<file path="config.mk">
export PLATFORM = sky130hd
export DESIGN_NAME = rd_addr_gen
export DESIGN_NICKNAME = d
export VERILOG_FILES = /design/src/rtl/rd_addr_gen.sv
export SDC_FILE = /design/constraint.sdc
export NUM_CORES = 1
export LEC_CHECK = 0
export CAP_MARGIN = 25
export CORE_UTILIZATION = 45
export CTS_CLUSTER_SIZE = 24
export DETAILED_ROUTE_END_ITERATION = 8
export GPL_ROUTABILITY_DRIVEN = 0
export GPL_TIMING_DRIVEN = 1
export PLACE_DENSITY = 0.71
export SYNTH_ARGS = -nofsm -noshare
export SYNTH_HDL_FRONTEND = slang
export SYNTH_SLANG_ARGS = --single-unit
</file>
<file path="constraint.sdc">
create_clock -name clk -period 2.2 [get_ports clk]
set_input_delay 0.33 -clock clk [delete_from_list [all_inputs] [get_ports clk]]
set_output_delay 0.33 -clock clk [all_outputs]
set_load 0.01 [all_outputs]
</file>
<file path="src/rtl/rd_addr_gen.sv">
// Read-side address generator and sequencer for a two-bank radix-2 DIF FFT.
// Walks stages/butterflies, maps operand pairs to conflict-free bank addresses.
module rd_addr_gen #(
    parameter int LOG2N = 4,
    parameter int GAP   = 2
) (
    input  logic                       clk,
    input  logic                       rstn,
    input  logic                       start,
    output logic                       busy,
    output logic                       done,
    output logic                       rd_en,
    output logic [LOG2N-2:0]           addr_BANK0,
    output logic [LOG2N-2:0]           addr_BANK1,
    output logic                       sel_rd_swap,
    output logic                       en_REG_RD,
    output logic [LOG2N-2:0]           tw_idx,
    output logic [$clog2(LOG2N)-1:0]   stage_out,
    output logic                       op_valid
);

    localparam int KW = LOG2N - 1;
    localparam int SW = $clog2(LOG2N);
    localparam int GW = (GAP > 1) ? $clog2(GAP) : 1;
    localparam logic [KW-1:0] K_LAST = '1;
    localparam logic [SW-1:0] S_LAST = SW'(LOG2N - 1);
    localparam logic [GW-1:0] G_LAST = (GAP > 0) ? GW'(GAP - 1) : '0;

    typedef enum logic [1:0] {S_IDLE, S_READ, S_GAP, S_DONE} state_t;

    state_t          state, state_nxt;
    logic [KW-1:0]   k;
    logic [SW-1:0]   s;
    logic [GW-1:0]   g;

    logic [SW-1:0]    p;
    logic [LOG2N-1:0] kx, one_p, low_mask, idx_a, idx_b, tw_full;
    logic             sel;
    logic [KW-1:0]    tw;
    logic [KW-1:0]    tw_d1;
    logic [SW-1:0]    stg_d1;

    always_ff @(posedge clk) begin
        if (!rstn) state <= S_IDLE;
        else       state <= state_nxt;
    end

    always_comb begin
        state_nxt = state;
        case (state)
            S_IDLE: if (start) state_nxt = S_READ;
            S_READ: begin
                if (k == K_LAST) begin
                    if (s == S_LAST)  state_nxt = S_DONE;
                    else if (GAP == 0) state_nxt = S_READ;
                    else              state_nxt = S_GAP;
                end
            end
            S_GAP:  if (g == G_LAST) state_nxt = S_READ;
            S_DONE: state_nxt = S_IDLE;
            default: state_nxt = S_IDLE;
        endcase
    end

    always_ff @(posedge clk) begin
        if (!rstn) begin
            k <= '0;
            s <= '0;
            g <= '0;
        end else begin
            case (state)
                S_READ: begin
                    g <= '0;
                    if (k == K_LAST) begin
                        k <= '0;
                        s <= (s == S_LAST) ? '0 : s + SW'(1);
                    end else begin
                        k <= k + KW'(1);
                    end
                end
                S_GAP:  g <= g + GW'(1);
                S_DONE: ;
                default: begin
                    k <= '0;
                    s <= '0;
                    g <= '0;
                end
            endcase
        end
    end

    // Pair indices: insert a 0 (a) or 1 (b) at pivot bit p of k.
    always_comb begin
        p        = S_LAST - s;
        kx       = {1'b0, k};
        one_p    = LOG2N'(1) << p;
        low_mask = one_p - LOG2N'(1);
        idx_a    = (((kx >> p) << p) << 1) | (kx & low_mask);
        idx_b    = idx_a | one_p;
        sel      = ~(^idx_a);
        tw_full  = (kx & low_mask) << s;
        tw       = tw_full[KW-1:0];
    end

    assign busy  = (state != S_IDLE);
    assign done  = (state == S_DONE);
    assign rd_en = (state == S_READ);

    always_comb begin
        addr_BANK0 = '0;
        addr_BANK1 = '0;
        if (rd_en) begin
            addr_BANK0 = sel ? idx_a[LOG2N-1:1] : idx_b[LOG2N-1:1];
            addr_BANK1 = sel ? idx_b[LOG2N-1:1] : idx_a[LOG2N-1:1];
        end
    end

    always_ff @(posedge clk) begin
        if (!rstn) begin
            en_REG_RD   <= 1'b0;
            sel_rd_swap <= 1'b0;
            tw_d1       <= '0;
            stg_d1      <= '0;
            op_valid    <= 1'b0;
            tw_idx      <= '0;
            stage_out   <= '0;
        end else begin
            en_REG_RD   <= rd_en;
            sel_rd_swap <= rd_en & sel;
            tw_d1       <= rd_en ? tw : '0;
            stg_d1      <= rd_en ? s : '0;
            op_valid    <= en_REG_RD;
            tw_idx      <= tw_d1;
            stage_out   <= stg_d1;
        end
    end

endmodule

</file>
==> results.json <==
{
  "status": "finished, violations left",
  "violations": "negative setup slack",
  "clk_pin_slew_ns": 0.12,
  "yosysMostFrequentCell": "dfxtp_1",
  "fin_hold_ws_ns": 0.4475,
  "wl_per_cell_um": 15.61,
  "hold_buffers": 0,
  "rsz0062_at_grt": "true",
  "timing.final.crit_share_pct": 118.7,
  "peakVddDrop_mv": 0.4557,
  "period_needed_ns": 2.611,
  "maxCapViolCount": 0,
  "startpoint_type": "flop",
  "cp_slowest_cell": "dfxtp_4",
  "critPathArrivalTime_ns": 2.28,
  "rows": 19,
  "met1_usage_pct": 27.81,
  "hp-start": "stg_d1[0]$_SDFF_PN0_",
  "overflow": 0,
  "antenna_found_initial": 0,
  "clock_latency_ns": 0.31,
  "drive_above_1_share_pct": 41.92,
  "ys_top_cells_by_count": "dfxtp_1, and2_1, nand2_1",
  "ff_latch_area_um2": 430.4,
  "synth_top_area_share_pct": 31.82,
  "path_max_fanout": 4,
  "cellLeakagePower_nw": 0.8033,
  "drc_errors": 0,
  "yosysWarnings": 0,
  "syn_area_mm2": 0.001321,
  "synth_cells": 146,
  "grt_pass1_vias": 1146,
  "crit_type": "reg -> out",
  "cts_max_path_buffers": 2,
  "syn_nets": 156,
  "finalWorstSetupSlack_ns": -0.4115,
  "end_kind": "primary output",
  "drt_iter0_drc": 30,
  "port_buffers": 19,
  "synthArstFlopShare_pct": 0,
  "n_antenna_cell": 0,
  "nets": 209,
  "via_count": 1274,
  "viasPerCell": 5.563,
  "startpoint": "s[0]$_SDFFE_PN0P_",
  "synth_top_area_cell": "dfxtp_1",
  "die_x_um": 56.19,
  "drt_wl_total_um": 3575,
  "powerDensity_mw_per_mm2": 347.6,
  "max_clock_freq_ghz": 0.3829,
  "grt_max_degree": 15,
  "fillCellCount": 202,
  "syn2layout_area_growth_pct": 46.21,
  "ios": 20,
  "dpl.hpwl_um": 2223,
  "synth.area.top_cells": "dfxtp_1, ha_1, and2_1, buf_6, nor2b_1",
  "slew_violations": 0,
  "numCtsBuffers": 3,
  "htreeDepth": 1,
  "ys_seq_area_share_pct": 31.82,
  "global_route.usage.met2_pct": 38.61,
  "cp_cell_sequence": "inv_6 -> ha_4 -> buf_4 -> inv_1 -> a2111oi_2 -> a211o_1 -> nor4_1 -> or3_1 -> buf_2",
  "finalClockSkew_ns": 0.01116,
  "p_total_w": 0.0006714,
  "setup_viol": 6,
  "use_met3_pct": 5.349,
  "ys_seq_elements": 21,
  "synth_flop_cell": "dfxtp_1",
  "grt_pass1_wl_um": 5485,
  "die_y_um": 56.19,
  "top_usage_layer": "met2",
  "worstPathRequired_ns": 1.87,
  "tightest_slew_ns": 0.3260,
  "fp.coreArea_mm2": 0.002758,
  "cts_sinks": 21,
  "synth_cell_type_count": 52,
  "hold_viol": 0,
  "synth.avg_cell_area_um2": 9.050,
  "worst_hold_path_type": "reg -> reg",
  "synth_edf_count": 0,
  "grt_usage_pct": 21.90,
  "r2r_start": "s[0]$_SDFFE_PN0P_",
  "max_slew_margin_pct": 77.96,
  "first_pass_iters": 4,
  "die_area_mm2": 0.003157,
  "multi_input_comb_area_um2": 913.4,
  "cts_root_buf": "clkbuf_4",
  "cts_tree": "done",
  "floorplan.initialDensity_pct": 47.91,
  "max_stage_delay_ns": 0.40,
  "ant_nets": 0
}
## per-stage QoR
stage	setup WS [ns]	util, %	setup TNS [ns]	instances	area, um^2
floorplan	0.03427	-	0	146	1323
global placement	-0.3988	61.21	-2.013	216	1688
detailed placement	-0.4868	61.21	-2.226	216	1688
CTS	-0.3139	65.61	-1.170	225	1809
global route	-0.5202	70.05	-2.152	229	1932
finish	-0.4115	70.05	-1.645	229	1932
## worst paths after layout
check                                          endpoint  slack, ns  depth (start not counted)
worst min-delay path            stage_out[0]$_SDFF_PN0_       0.45                          1
worst max register to register   sel_rd_swap$_SDFF_PN0_       0.14                         10
worst min register to register  stage_out[0]$_SDFF_PN0_       0.45                          1
worst max-delay path                      addr_BANK0[1]      -0.41                          9
## flip-flops by register name, indices dropped and copies added (netlist names)
signal	count
tw_d1	3
state	2
tw_idx	3
stage_out	2
s	2
en_REG_RD	1
g	1
k	3
sel_rd_swap	1
op_valid	1
stg_d1	2
## logic make-up (layout without fill, tap and decap cells)
family                     after synthesis  in the layout  synth area share [%]
muxes                                    2              2                 1.610
and+or+nand+nor                         59             59                 26.52
xor gates and xnor gates                 4              4                 3.220
AOI/OAI and AO/OA                       36             36                 21.50
buffers and inverters                   17             69                 8.712
DFF                                     21             21                 31.82
adders and majority gates                7              7                 6.628
## layout by cell type, fill, tap and decap left out, drive strengths merged, types with 3 or more instances in the layout
master and count:
ha 7, a31oi 3, clkdlybuf4s50 13, nor3 4, nand3 3, buf 45, a211o 3, a21oi 5
nor2 8, nand2 10, dfxtp 21, clkbuf 3, o21ai 7, inv 7, a211oi 4, nor2b 8
and2 10, a22oi 3, or2 4
## critical path: cells and delay by family, from the launching register on
kind / cells / cell delay [ns]
AO/OA/AOI/OAI: 2 / 0.57
AND/OR/NAND/NOR: 2 / 0.42
flip-flops: 1 / 0.40
adder cells (fa/ha/maj): 1 / 0.15
buffers and inverters: 4 / 0.42
## routing by layer
| metal | vias to the layer above | wire length (um) |
|---|---|---|
| li1 | 619 | - |
| met1 | 606 | 1494 |
| met2 | 41 | 1861 |
| met3 | 8 | 166 |
| met4 | 0 | 53 |
| met5 | - | 0 |
## report_power, final
group	total, W	switching, W	internal, W
Sequential	0.000389	0.00000479	0.000384
Combinational	0.0000967	0.0000459	0.0000507
Clock	0.000186	0.000118	0.0000678
## layout make-up
class	count	area share, %
Sequential cell	21	22.28
Multi-Input combinational cell	108	47.28
Clock buffer	3	1.166
Tap cell	31	2.008
Inverter	7	1.749
Timing Repair Buffer	58	25.26
Clock inverter	1	0.2591
## timing repair
item / 4_1_cts / 5_1_grt
pin swaps: 13 / 11
setup buffers: 5 / 5
endpoints found under the setup margin: 6 / 7
hold endpoints to repair: 0 / 0
resized for setup: 45 / 14
Note: power is estimated with default switching activity, not from simulation.
==> variant 1, RTL diff (config.mk and constraints unchanged) <==
Make the reset (`rstn`) asynchronous in 3 clocked blocks.
--- a/src/rtl/rd_addr_gen.sv
+++ b/src/rtl/rd_addr_gen.sv
@@ -40,7 +40,7 @@
     logic [KW-1:0]    tw_d1;
     logic [SW-1:0]    stg_d1;
 
-    always_ff @(posedge clk) begin
+    always_ff @(posedge clk or negedge rstn) begin
         if (!rstn) state <= S_IDLE;
         else       state <= state_nxt;
     end
@@ -62,7 +62,7 @@
         endcase
     end
 
-    always_ff @(posedge clk) begin
+    always_ff @(posedge clk or negedge rstn) begin
         if (!rstn) begin
             k <= '0;
             s <= '0;
@@ -115,7 +115,7 @@
         end
     end
 
-    always_ff @(posedge clk) begin
+    always_ff @(posedge clk or negedge rstn) begin
         if (!rstn) begin
             en_REG_RD   <= 1'b0;
             sel_rd_swap <= 1'b0;
Function: differs if rstn is asserted again (counterexample within 4 cycles, from zero or initial values and one cycle with rstn low); with rstn held inactive, the same outputs for 10 cycles.
==> variant 1 against the original RTL <==
  * The run still ends with negative setup slack left
  * Sequential cell count unchanged
  * Design area fell by 19%
  * Register-to-register slack gained 0.21 ns
  * Routed wire length shrank 26%
  * Area after synthesis down 22%
  * Via count shrank 28%
  * Cell count down 25%
  * Non-clock buffer count shrank 10
  * Worst setup slack better by 0.26 ns
Power is left out: it rests on default switching activity, and per cell area and clock period it moved more than threefold.
==> variant 1: results (changes against the original RTL) <==
Outcome
Result of the run: complete, but fails checks (unchanged). Violations in the final reports: negative setup slack (unchanged).

Critical path
The largest stage delay on the critical path is 0.47 ns (was 0.40 ns). The worst setup path endpoint is addr_BANK0[0] (was addr_BANK0[1]). The cell type of the slowest stage on the worst timing path is dfrtp_2 (was dfxtp_4). The slack of the worst reg-to-reg path came to 0.35 ns (was 0.14 ns). The arrival time of the worst setup path is 2.02 ns (was 2.28 ns). The worst-path maximum fanout is 4 (unchanged). The kind of cell with the highest combined delay on the critical path is buffers and inverters (was compound AO/OA/AOI/OAI gates). The launch point of the worst path is s[0] (unchanged).

The number of cell instances on the worst register-to-register path is 8 (was 10). The start of the worst register-to-register path is s[1] (was s[0]). The end of the worst register-to-register path is sel_rd_swap (unchanged).

Placed design
The half-perimeter wire length of the detailed placement result was 1.62 mm (was 2.22 mm).

Min path
The path category of the worst min-delay check is input port to async pin (was flip-flop to flip-flop).

GRT
The first-pass GRT wire length is 4.33 mm (was 5.49 mm). The largest net degree at the start of global routing came to 22 (was 15). The overall routing resource usage came to 0.239 (was 0.219).

The number of global-route vias before repair is 963 (was 1,146).

Drt
The count of routing violations after the opening detailed-route iteration is 8 (was 30). The top layer used by detailed routing is met4 (unchanged). The amount of wire on met2 after detailed routing is 1.41 mm (was 1.86 mm). The detailed-route wire length on metal 1 was 1.10 mm (was 1.49 mm).

The routed length on met3 is 95 um (was 166 um). The final wirelength is 2.66 mm (was 3.58 mm). The via-per-instance ratio came to 5.32 (was 5.56).

Synth
The total nets after synthesis is 106 (was 156). Ranking of synthesized cells by area: dfrtp_1, ha_1, nand2_1 (was dfxtp_1, ha_1, and2_1). Top post-synthesis cells by count: dfrtp_1, nand2_1, ha_1, nor2_1, o21ai_0 (was dfxtp_1, and2_1, nand2_1, nor2_1). The count of cell types in the netlist is 29 (was 52). The proportion of synthesized chip area in sequential cells is 0.509 (was 0.318). The fraction of registers with async set/reset is 1.00 (was 0).

Finish
Top Registers: k x3, tw_d1 x3, tw_idx x3 (unchanged). The layout filler cell count is 127 (was 202). The final layout net count is 155 (was 209).

The share of cells above drive strength 1 was 0.414 (was 0.419).

Clocking
The hold buffer count at cts is 0 (unchanged). The quantity of gates resized following cts came to 44 (was 45). The number of buffers inserted by post-CTS setup repair is 10 (was 5).

STA
The pin slew with the least headroom to its limit is 0.318 ns (was 0.326 ns). The minimum setup slack in the final design is -0.150 ns (was -0.411 ns). The clock skew after layout is 0.00880 ns (was 0.0112 ns). The setup TNS after final layout was -0.643 ns (was -1.65 ns). The final setup violation count is 6 (unchanged). The achievable clock frequency is 0.425 GHz (was 0.383 GHz).
==> variant 1: changes by cell type in the layout (fill, tap and decap cells not counted), sizes merged, moves of 4 or more <==
cell and change:
nor2b -6, dfxtp -21, xnor2 +5, a21oi -4, nand2 +4, nor3 -4
and2 -8, inv -4, buf -10, a211oi -4, dfrtp +21
==> variant 1: final cells by class <==
cell class	count	area [um2]	share of cell area
multi-input combinational	69	582	0.371
clock inverter	1	7.51	0.00478
sequential	21	528	0.337
tap	27	33.8	0.0215
timing repair buffer	48	382	0.243
inverter	3	13.8	0.00877
clock buffer	3	22.5	0.0144
==> variant 1: cells by family after synthesis <==
group                    Yosys count  synth area share
adder cells (fa/ha/maj)            6            0.0727
buffers and inverters              7            0.0267
AO/OA/AOI/OAI                     21             0.147
multiplexers                       2            0.0194
flip-flops                        21             0.509
AND/OR/NAND/NOR                   33             0.152
XOR/XNOR                           7            0.0739
==> variant 1: how the worst min path moves through the flow <==
stage               cells after the start           end  slack, ns     start
finish                                  2     tw_idx[0]       0.34      rstn
floorplan                               0     en_REG_RD       0.03      rstn
global route                            2  stage_out[1]       0.37      rstn
CTS                                     2  stage_out[1]       0.34      rstn
detailed placement                      0     tw_idx[2]       0.34  tw_d1[2]
global placement                        0     tw_idx[2]       0.33  tw_d1[2]
==> variant 1: stage by stage <==
step | setup slack [ns] | instance area [um2] | std cells
global placement | -0.126 | 1380 | 157
global route | -0.201 | 1570 | 172
CTS | -0.108 | 1530 | 170
finish | -0.150 | 1570 | 172
floorplan | 0.221 | 1030 | 97
detailed placement | -0.191 | 1380 | 157
==> variant 1: routing by layer <==
layer / global-route usage / up-vias
met1: 0.263 / 448
met5: 0 / -
met3: 0.0340 / 6
met4: 0.105 / 0
met2: 0.448 / 34
li1: - / 427
==> variant 2, RTL diff (same settings) <==
Made on the original files. Set the parameter `LOG2N` to 3 (it was 4).
--- a/src/rtl/rd_addr_gen.sv
+++ b/src/rtl/rd_addr_gen.sv
@@ -1,7 +1,7 @@
 // Read-side address generator and sequencer for a two-bank radix-2 DIF FFT.
 // Walks stages/butterflies, maps operand pairs to conflict-free bank addresses.
 module rd_addr_gen #(
-    parameter int LOG2N = 4,
+    parameter int LOG2N = 3,
     parameter int GAP   = 2
 ) (
     input  logic                       clk,
Interface: changed (resized addr_BANK0, addr_BANK1 and tw_idx); port bits go from 20 to 17. No check against the original RTL was run, so the function may have changed too.
==> variant 2 against the original RTL <==
  * Total power is 10% lower
  * Routed wire length is 55% lower
  * Sequential power down 13%
  * Sequential cell count shrank 3
  * Design area decreased by 40%
  * Synthesized cell count down 38%
  * Area after synthesis down 36%
  * First-iteration DRC count down 67%
  * Sequential share of layout area rose by 9.2 points
  * Clock power grew 8%
  * Worst setup slack gained 0.43 ns
==> variant 2: results (changes against the original RTL) <==
Drt
The count of routing violations after the opening detailed-route iteration came to 10 (was 30). The via-per-instance ratio is 4.89 (was 5.56). The final wirelength was 1.61 mm (was 3.58 mm). The number of detailed-routing iterations run before antenna repair was 5 (was 4).

The vias after detailed routing came to 690 (was 1,274).

Finish
The final layout net count came to 125 (was 209). The multi-input logic area is 469 um2 (was 913 um2). The share of cells above drive strength 1 is 0.259 (was 0.419). The layout filler cell count is 157 (was 202).

GRT
The global routing usage on met2 is 0.301 (was 0.386). The largest net degree at the start of global routing is 14 (was 15). The first-pass GRT wire length is 2.61 mm (was 5.49 mm). The met1 capacity usage during global routing was 0.211 (was 0.278).

Outcome
Result of the run: finished clean (was complete, but fails checks).

Critical path
The cell type of the slowest stage on the worst timing path is dfxtp_2 (was dfxtp_4). The largest stage delay on the critical path was 0.37 ns (was 0.40 ns). The worst-path maximum fanout is 3 (was 4).

Synth
Top post-synthesis cells by count: dfxtp_1, and2_1, inv_1 (was dfxtp_1, and2_1, nand2_1, nor2_1). Ranking of synthesized cells by area: dfxtp_1, ha_1, and2_1 (unchanged). The adder-cell share of the synthesized area is 0.0745 (was 0.0663). The post-synthesis instance total is 90 (was 146). The total nets after synthesis was 98 (was 156). The proportion of synthesized chip area in sequential cells is 0.429 (was 0.318). The parity-gate share of the synthesized area counting xor and xnor cells is 0.0313 (was 0.0322). The complex-gate fraction of the synthesized area came to 0.128 (was 0.215).

Placed design
The half-perimeter wire length of the detailed placement result is 1.17 mm (was 2.22 mm). The worst setup slack after placement came to -0.0942 ns (was -0.487 ns). The number of buffers inserted by port buffering is 16 (was 19).

Power
The peak ir drop on the vdd network is 0.000541 V (was 0.000456 V). The cell-internal power is 467 uW (was 502 uW).

STA
The minimum period implied by the final worst setup slack is 2.18 ns (was 2.61 ns). The worst hold slack is 0.440 ns (was 0.447 ns). The clock skew after layout is 0.0131 ns (was 0.0112 ns). The tightest slew margin relative to the limit is 0.707 (was 0.780).
variant 2: cell types whose count changed in the layout (fill, tap and decap cells not counted), sizes merged, moves of 4 or more:
cell | unedited run | this run
a211oi | 4 | 0
nand2 | 10 | 6
buf | 45 | 12
a21oi | 5 | 1
variant 2: routing by layer:
layer | vias up | part of all wire
met5 | - | 0
met4 | 0 | 0.0093
met3 | 2 | 0.045
met2 | 18 | 0.50
met1 | 322 | 0.45
li1 | 348 | -
variant 2: final timing paths:
| check | start | endpoint | cells past startpoint |
|---|---|---|---|
| min reg2reg | tw_d1[1] | tw_idx[1] | 1 |
| max reg2reg | k[1] | s[0] | 5 |
| max | s[0] | addr_BANK1[0] | 8 |
| min | tw_d1[1] | tw_idx[1] | 1 |
variant 2: what timing repair did:
action	CTS	global route
setup endpoints to repair	4	4
setup buffers	2	1
pin swaps	0	1
resized for setup	18	3
variant 2: cell families (layout without fill, tap and decap cells):
| logic type | after synthesis | in the layout |
|---|---|---|
| simple gates | 34 | 34 |
| flops | 18 | 18 |
| compound gates | 15 | 15 |
| buf+inv | 11 | 37 |
| fa+ha+maj | 5 | 5 |
| mux | 4 | 4 |
| xor+xnor | 3 | 3 |
variant 2: cell type report:
class,count,area share
Clock buffer,4,0.0315
Timing Repair Buffer,26,0.193
Multi-Input combinational cell,61,0.408
Tap cell,25,0.0272
Sequential cell,18,0.315
Inverter,7,0.0250
variant 2: power by group through the flow:
| stage | clock (mW) | sequential, mW | combinational [mW] |
|---|---|---|---|
| floorplan | 0 | 0.344 | 0.0371 |
| global placement | 0 | 0.346 | 0.0571 |
| detailed placement | 0 | 0.346 | 0.0591 |
| CTS | 0.206 | 0.339 | 0.0612 |
| global route | 0.221 | 0.341 | 0.0681 |
| finish | 0.201 | 0.339 | 0.0620 |
